--- src/rtl/player_multishot_pkg.sv ---
// Shared helpers for the player controller: field-width derivation and the
// fixed playfield positions (ship start column, bullet spawn row).
package player_multishot_pkg;

  // Bits needed to hold values 0..n-1, never less than one bit.
  function automatic int width_for(input int n);
    return (n > 1) ? $clog2(n) : 1;
  endfunction

  // Column the ship returns to after reset or a round clear.
  function automatic int start_col(input int cols);
    return cols / 2;
  endfunction

  // Row a freshly fired bullet appears on (one above the ship row).
  function automatic int spawn_row(input int rows);
    return rows - 2;
  endfunction

endpackage

--- src/rtl/player_multishot_edge_pulse_sync.sv ---
// Brings an asynchronous button level into clk, then emits a registered
// one-cycle pulse on each rising edge of the synchronised level.
module edge_pulse_sync (
  input  logic clk,
  input  logic reset,
  input  logic din,
  output logic pulse
);

  logic sync1;
  logic sync2;
  logic prev;

  // Two-flop synchroniser, history flop and registered rising-edge pulse.
  always_ff @(posedge clk or negedge reset) begin
    if (!reset) begin
      sync1 <= 1'b0;
      sync2 <= 1'b0;
      prev  <= 1'b0;
      pulse <= 1'b0;
    end else begin
      sync1 <= din;
      sync2 <= sync1;
      prev  <= sync2;
      pulse <= sync2 & ~prev;
    end
  end

endmodule

--- src/rtl/player_multishot.sv ---
// Player controller: ship column, a pool of independent bullets, shot
// cooldown, saturating hit score and a start pulse. Movement and bullets
// only advance on the game-rate strobe 'tick'; hits act in any cycle.
module player_multishot
  import player_multishot_pkg::*;
#(
  parameter int COLS        = 20,
  parameter int ROWS        = 10,
  parameter int NUM_BULLETS = 2,
  parameter int COOLDOWN    = 3,
  parameter int SCORE_W     = 8,
  localparam int POS_W      = width_for(COLS),
  localparam int Y_W        = width_for(ROWS)
) (
  input  logic                         clk,
  input  logic                         reset,
  input  logic                         clear,
  input  logic                         tick,
  input  logic                         left,
  input  logic                         right,
  input  logic                         shoot,
  input  logic                         start,
  input  logic                         score_clear,
  input  logic [NUM_BULLETS-1:0]       hit,
  output logic [POS_W-1:0]             pos_ship,
  output logic                         start_pulse,
  output logic [NUM_BULLETS*POS_W-1:0] bullet_x,
  output logic [NUM_BULLETS*Y_W-1:0]   bullet_y,
  output logic [NUM_BULLETS-1:0]       bullet_active,
  output logic [SCORE_W-1:0]           score
);

  localparam int CD_W      = width_for(COOLDOWN + 1);
  localparam int CNT_W     = width_for(NUM_BULLETS + 1);
  localparam int START_COL = start_col(COLS);
  localparam int SPAWN_ROW = spawn_row(ROWS);

  logic                   left_edge, right_edge, shoot_edge;
  logic                   pend_left, pend_right, pend_shot;
  logic [CD_W-1:0]        cooldown;
  logic                   fire_ok, found;
  logic [NUM_BULLETS-1:0] fire_sel;
  logic [CNT_W-1:0]       hit_cnt;
  logic [SCORE_W:0]       score_sum;

  edge_pulse_sync u_left  (.clk(clk), .reset(reset), .din(left),  .pulse(left_edge));
  edge_pulse_sync u_right (.clk(clk), .reset(reset), .din(right), .pulse(right_edge));
  edge_pulse_sync u_shoot (.clk(clk), .reset(reset), .din(shoot), .pulse(shoot_edge));
  edge_pulse_sync u_start (.clk(clk), .reset(reset), .din(start), .pulse(start_pulse));

  // Pending requests: consumed at a tick, but an edge landing on the tick
  // cycle survives to the following tick.
  always_ff @(posedge clk or negedge reset) begin
    if (!reset) begin
      pend_left  <= 1'b0;
      pend_right <= 1'b0;
      pend_shot  <= 1'b0;
    end else if (clear) begin
      pend_left  <= 1'b0;
      pend_right <= 1'b0;
      pend_shot  <= 1'b0;
    end else begin
      pend_left  <= (pend_left  & ~tick) | left_edge;
      pend_right <= (pend_right & ~tick) | right_edge;
      pend_shot  <= (pend_shot  & ~tick) | shoot_edge;
    end
  end

  // Ship column: single-step move at a tick, clamped at both walls;
  // opposing requests cancel.
  always_ff @(posedge clk or negedge reset) begin
    if (!reset) begin
      pos_ship <= POS_W'(START_COL);
    end else if (clear) begin
      pos_ship <= POS_W'(START_COL);
    end else if (tick) begin
      if (pend_left && !pend_right && pos_ship != '0)
        pos_ship <= pos_ship - POS_W'(1);
      else if (pend_right && !pend_left && pos_ship != POS_W'(COLS - 1))
        pos_ship <= pos_ship + POS_W'(1);
    end
  end

  // Lowest-index free slot takes the shot; freedom is judged on the
  // registered flags so a slot hit during this tick is not reused yet.
  always_comb begin
    fire_ok  = tick & pend_shot & (cooldown == '0);
    fire_sel = '0;
    found    = 1'b0;
    for (int i = 0; i < NUM_BULLETS; i++) begin
      if (!found && !bullet_active[i]) begin
        fire_sel[i] = fire_ok;
        found       = 1'b1;
      end
    end
  end

  // Cooldown down-counter, reloaded whenever a shot actually fires.
  always_ff @(posedge clk or negedge reset) begin
    if (!reset) begin
      cooldown <= '0;
    end else if (clear) begin
      cooldown <= '0;
    end else if (tick) begin
      if (|fire_sel)
        cooldown <= CD_W'(COOLDOWN);
      else if (cooldown != '0)
        cooldown <= cooldown - CD_W'(1);
    end
  end

  for (genvar g = 0; g < NUM_BULLETS; g++) begin : g_slot
    logic [POS_W-1:0] x_q;
    logic [Y_W-1:0]   y_q;
    logic             act_q;

    // Slot state: a hit retires the bullet before any tick action; an idle
    // slot keeps its last coordinates.
    always_ff @(posedge clk or negedge reset) begin
      if (!reset) begin
        x_q   <= '0;
        y_q   <= '0;
        act_q <= 1'b0;
      end else if (clear) begin
        act_q <= 1'b0;
      end else if (hit[g] && act_q) begin
        act_q <= 1'b0;
      end else if (fire_sel[g]) begin
        x_q   <= pos_ship;
        y_q   <= Y_W'(SPAWN_ROW);
        act_q <= 1'b1;
      end else if (tick && act_q) begin
        if (y_q == '0)
          act_q <= 1'b0;
        else
          y_q <= y_q - Y_W'(1);
      end
    end

    assign bullet_x[g*POS_W +: POS_W] = x_q;
    assign bullet_y[g*Y_W +: Y_W]     = y_q;
    assign bullet_active[g]           = act_q;
  end

  // Count of valid hits this cycle and the unsaturated new score.
  always_comb begin
    hit_cnt = '0;
    for (int i = 0; i < NUM_BULLETS; i++)
      hit_cnt = hit_cnt + CNT_W'(hit[i] & bullet_active[i]);
    score_sum = {1'b0, score} + (SCORE_W + 1)'(hit_cnt);
  end

  // Score: clear wins over same-cycle hits, otherwise saturating add.
  always_ff @(posedge clk or negedge reset) begin
    if (!reset)
      score <= '0;
    else if (score_clear)
      score <= '0;
    else if (score_sum > {1'b0, {SCORE_W{1'b1}}})
      score <= '1;
    else
      score <= score_sum[SCORE_W-1:0];
  end

endmodule

--- config.mk ---
export PLATFORM = sky130hd
export DESIGN_NAME = player_multishot
export DESIGN_NICKNAME = d
export VERILOG_FILES = /design/src/rtl/player_multishot_pkg.sv /design/src/rtl/player_multishot_edge_pulse_sync.sv /design/src/rtl/player_multishot.sv
export SDC_FILE = /design/constraint.sdc
export NUM_CORES = 1
export LEC_CHECK = 0
export ABC_AREA = 0
export BUFFER_PORTS_ARGS = -buffer_cell sky130_fd_sc_hd__buf_2
export CAP_MARGIN = 20
export CORE_ASPECT_RATIO = 1.5
export CORE_MARGIN = 3
export CORE_UTILIZATION = 35
export DETAILED_ROUTE_END_ITERATION = 12
export PLACE_DENSITY_LB_ADDON = 0.15
export SYNTH_ARGS = -nofsm -noshare
export SYNTH_HDL_FRONTEND = slang
export SYNTH_SLANG_ARGS = --single-unit
--- constraint.sdc ---
create_clock -name clk -period 2.9 [get_ports clk]
set_clock_uncertainty 0.2 [all_clocks]
set_input_delay 0.58 -clock clk [delete_from_list [all_inputs] [get_ports clk]]
set_output_delay 0.58 -clock clk [all_outputs]
set_load 0.01 [all_outputs]
# Word-level counts from Yosys, hierarchy flattened
# Cells that the tools add are included.
[word_totals]
regBits = 54
input_bits = 11
output_inout_bits = 34
word_cells = 127
[classes]
addsub = 7
magnitude_cmp = 1
eq_ne = 3
muxes = 31
n_bitwise = 22
reduce_logical = 35
[ops]
columns = ["cell", "count"]
rows = [
  ["4-bit two-way mux", 6],
  ["5-bit two-way mux", 4],
  ["8-bit two-way mux", 2],
  ["4-bit nonzero test", 4],
  ["1-bit two-way mux", 15],
  ["1-bit AND", 11],
  ["8-bit by 2-bit adder with 9-bit output", 1],
  ["9-bit by 8-bit greater-than comparator with 1-bit output, second input constant", 1],
  ["1-bit logical AND", 9],
  ["4-bit zero test", 2],
  ["2-bit two-way mux", 4],
  ["1-bit inverter", 8],
  ["2-bit AND reduction", 4],
  ["4-bit AND reduction", 2],
  ["2-bit nonzero test", 4],
  ["4-bit by 1-bit subtractor with 4-bit output, second input constant", 2],
  ["3-bit AND reduction", 2],
  ["3-bit nonzero test", 2],
  ["5-bit by 1-bit adder with 5-bit output, second input constant", 1],
  ["5-bit inequality test, second input constant", 1],
  ["5-bit nonzero test", 1],
  ["5-bit by 1-bit subtractor with 5-bit output, second input constant", 1],
  ["2-bit inequality test, second input constant", 2],
  ["1-bit zero test", 3],
  ["other kinds (5)", 7],
]

# Depth between registers and ports, before layout
[depth]
word_depth = 7
ltp_mapped = 9
depth_no_buf = 9

# Modules after synthesis
# Synthesis repeated with hierarchy kept, for this count alone.
[hier_totals]
hier_cells = 214
area_unflattened_um2 = 2489.9
[modules_own_cells]
columns = ["module", "n_inst", "cells_each", "area_per_inst_um2", "seq_area_each_um2"]
rows = [
  ["player_multishot", 1, 194, 2034.5, 953.4],
  ["edge_pulse_sync", 4, 5, 113.9, 100.1],
]

# Worst setup path before layout
# No wires, ideal clock.
[synth_path]
kind = "register to register"
start = "reg pos_ship[0]"
end = "reg pos_ship[4]"
setup_time_ns = 0.132
arrival_ns = 2.095
t_required_ns = 2.568
path_slack_ns = 0.473
path_stages_with_launch = 9
n_path_buf = 0
period_less_slack_ns = 2.427
path_cell_list = "dfrtp_1 > nor3_1 > a21oi_1 > fa_1 > a21o_1 > a21oi_1 > mux2i_1 > xor2_1 > nor2_1"
[synth_via]
elab_chain_cells = 5
word_cells_on_any_way = 12
classes_between = "2 x add/sub; 1 x eq/ne; 4 x mux; 5 x reduce/logical"
[synth_rtl]
columns = ["item", "line", "rtl"]
rows = [
  ["start: declaration", "player_multishot.sv:25", "output logic [POS_W-1:0] pos_ship,"],
  ["start signal: assignment", "player_multishot.sv:73", "pos_ship <= POS_W'(START_COL);"],
  ["start signal: assignment", "player_multishot.sv:75", "pos_ship <= POS_W'(START_COL);"],
  ["start signal: assignment", "player_multishot.sv:78", "pos_ship <= pos_ship - POS_W'(1);"],
  ["5-bit by 1-bit adder with 5-bit output or 5-bit nonzero test (tied branches)", "player_multishot.sv:80, player_multishot.sv:77", ""],
  ["5-bit two-way mux or 1-bit logical AND (tied branches)", "player_multishot.sv:79, player_multishot.sv:77", ""],
  ["5-bit two-way mux", "player_multishot.sv:77", "if (pend_left && !pend_right && pos_ship != '0)"],
  ["5-bit two-way mux", "player_multishot.sv:76", "end else if (tick) begin"],
  ["5-bit two-way mux", "player_multishot.sv:74", "end else if (clear) begin"],
]
# Several ways; a longest one is shown, not always the timed one. The select of a mux whose other input is x is not followed.
# A chain may end at the register's enable or synchronous reset.

# Final worst setup path
[layout_path]
start = "reg pos_ship[1]"
end = "reg pos_ship[4]"
# The elaborated chain is that of the path after synthesis.

==> impl_metrics.csv <==
group,metric,value,unit
clock_tree,cts_resized,0,
clock_tree,clk_pin_slew,0.10,ns
route,drc_errors,0,
place,dp_hpwl,3350,um
clock_tree,cts_buffer_depth,2,
yosys,synth.ff_latch_count,54,
worst_setup_path,crit_type,"register to register",
timing,layout_min_cycle_time,2.51,ns
yosys,yosysSeqAreaShare,0.567,
timing,max_freq,0.398,GHz
yosys,postSynthCellCount,214,
clock_tree,clockRootBuffer,"clkbuf_8",
route,drt_first_pass_iters,4,
hold_path,hp-class,"input pin to asynchronous set/reset pin",
yosys,synth-edff-count,0,
finish,n_antenna_cell,0,
pwr,powerDensity,586,nW/um2
timing,setup_viol,0,
timing,fin_tns_setup,0,ns
finish,nFillCells,650,
global_route,antenna_found_initial,0,
route,first_iter_violations,60,
pwr,leakage,1.41,nW
worst_setup_path,crit_buf_inv,0,
pwr,p_total,1.64,mW
clock_tree,htreeDepth,2,
timing,max_slew_margin,0.597,
finish,area_delta_synth_final,17.0,%
yosys,ys_types,40,
timing,tightest_slew,0.605,ns
worst_setup_path,worstPathRequired,2.88,ns
outcome,outcome,"complete, no violations",
clock_tree,cts.sinks,54,
timing,fin_ws,0.387,ns
finish,final_layout_size_suffix_gt1_frac,0.261,
global_route,track_usage,0.125,
worst_setup_path,crit_arrival,2.50,ns
finish,utilization,0.425,
timing,rsz0062_at_grt,"false",
route,viasPerCell,4.77,
yosys,synth_flop_cell,"dfrtp_1",
clock_tree,ctsHoldBuffers,0,
clock_tree,clock_latency,0.30,ns
yosys,netlist_area,2390,um2
floorplanning,fp.dieW,73.5,um
floorplanning,dieArea,7870,um2
yosys,synth-async-reset-ratio,1.00,
timing,drv_slew,0,
floorplanning,die_h,107,um
yosys,synth_warnings,0,
worst_setup_path,critPathMostFrequentCell,"a21oi_1",
worst_setup_path,cp_max_fo,8,
global_route,overflow,0,
clock_tree,cts_tree,"yes",
timing,post-route-period-util,0.866,
floorplanning,core_area,6580,um2
route,drt-total-wl,4470,um
worst_setup_path,crit_family,"compound AO/OA/AOI/OAI gates",
finish,nNetsFinal,285,
place,gp_congestion,0.712,
worst_setup_path,slowest_delay,0.63,ns
yosys,syn_avg_cell_area,11.2,um2
floorplanning,start_util,0.363,
global_route,grt_pass1_vias,1648,
floorplanning,io_pins,45,
route,wire_per_inst,13.2,um
flow_run,max_cap_viol_count,0,
yosys,synthesis.nets,236,
global_route,grt_max_degree,28,
route,vias,1623,
clock_tree,cts_setup_buffers,0,
timing,hold_slack,0.0767,ns
floorplanning,rows,36,
route,ant_nets,0,
pwr,ir_drop,0.335,mV
global_route,grt_pass1_wl,7740,um
worst_setup_path,cp-start-kind,"register",
timing,finalHoldViolCount,0,
place,place_ws,0.377,ns
worst_setup_path,end_kind,"register",
place,port_buffers,44,
clock_tree,cts_buffers,5,
worst_setup_path,worstPathCellList,"nor3_1, a21oi_1, ha_1, a21o_1, a21oi_1, mux2i_1, xor2_1, nor2_1",
worst_setup_path,cp_slowest_cell,"dfstp_2",
[cell usage after synthesis, types with 2 or more instances]
library cell | instances | area (um2)
inv_1 | 13 | 48.8
buf_4 | 2 | 15.0
nor3_1 | 4 | 20.0
nor2_1 | 16 | 60.1
buf_6 | 2 | 22.5
nand3_1 | 6 | 30.0
and3_1 | 2 | 12.5
a21oi_1 | 15 | 75.1
a211oi_1 | 3 | 22.5
dfrtp_1 | 52 | 1300
mux2_2 | 5 | 56.3
a21o_1 | 2 | 15.0
xnor2_1 | 3 | 26.3
o21ai_2 | 2 | 17.5
xor2_1 | 9 | 78.8
o21ai_0 | 6 | 30.0
mux2i_1 | 2 | 20.0
fa_1 | 2 | 40.0
nor2b_1 | 4 | 25.0
ha_1 | 9 | 113
nand2_1 | 29 | 109
nand2b_1 | 4 | 25.0
a211o_1 | 4 | 35.0
dfstp_2 | 2 | 52.6
[where the power goes]
part | internal, mW | total [mW] | switching, mW
clock | 0.259 | 0.492 | 0.233
combinational | 0.122 | 0.271 | 0.150
sequential | 0.822 | 0.874 | 0.0520
[state kept, by name (all words and copies together), names as in the netlist, 2 cells and up]
| name | cells |
|---|---|
| g_slot.x_q | 10 |
| g_slot.y_q | 8 |
| score | 8 |
| pos_ship | 5 |
| cooldown | 2 |
| g_slot.act_q | 2 |
[path summary, 6_finish.rpt]
| kind | start | end | slack (ns) | cells past startpoint |
|---|---|---|---|---|
| min | reset | u_start.prev$_DFF_PN0_ | 0.08 | 1 |
| min in group clk | u_right.sync1$_DFF_PN0_ | u_right.sync2$_DFF_PN0_ | 0.15 | 0 |
| max reg2reg | pos_ship[1]$_DFFE_PN1P_ | pos_ship[4]$_DFFE_PN0P_ | 0.39 | 8 |
| max in group asynchronous | reset | pos_ship[1]$_DFFE_PN1P_ | 1.74 | 2 |
| min reg2reg | u_right.sync1$_DFF_PN0_ | u_right.sync2$_DFF_PN0_ | 0.15 | 0 |
| max | pos_ship[1]$_DFFE_PN1P_ | pos_ship[4]$_DFFE_PN0P_ | 0.39 | 8 |
[cells by family after synthesis]
group | count (synthesis) | share of synthesized area
AOI/OAI and AO/OA | 37 | 0.103
and+or+nand+nor | 74 | 0.151
xor gates and xnor gates | 12 | 0.0440
buffers and inverters | 19 | 0.0393
DFF | 54 | 0.567
muxes | 7 | 0.0320
adders and majority gates | 11 | 0.0639
[layout make-up]
cell class                      count  area, um2  share of cell area
Clock buffer                        7       76.3              0.0273
Clock inverter                      1       30.0              0.0107
Inverter                           13       48.8              0.0175
Multi-Input combinational cell    141        941               0.337
Sequential cell                    54       1350               0.484
Tap cell                           76       95.1              0.0340
Timing Repair Buffer               48        250              0.0895
[metrics by stage]
stage / cell area, um2 / std cells
detailed placement: 2690 / 332
global placement: 2690 / 332
CTS: 2800 / 340
floorplan: 2390 / 214
global route: 2800 / 340
finish: 2800 / 340
[layout by cell type (no fill, tap or decap), drive strengths merged]
cell type and count:
a21oi 15, a211oi 4, dfstp 2, nor2 18, and4bb 1, nand2b 4, bufinv 1, mux2 5
xor2 9, and3 3, o31ai 1, a41oi 1, nand3 6, mux2i 2, a21o 2, nor3 4
nand2 29, xnor2 3, o22ai 1, nand4b 1, a311o 1, a211o 4, dfrtp 52, clkbuf 7
buf 48, ha 9, nor3b 1, nand3b 1, fa 2, and3b 1, nor2b 4, inv 13
o21ai 8, or2 1
[layer usage]
| layer | GRT usage | share of wire | vias up |
|---|---|---|---|
| met4 | 0.0389 | 0.0076 | 0 |
| met5 | 0 | 0 | - |
| met3 | 0.0272 | 0.049 | 2 |
| met1 | 0.152 | 0.42 | 773 |
| li1 | - | - | 813 |
| met2 | 0.214 | 0.52 | 35 |
Power figures use the tool's default switching activity.
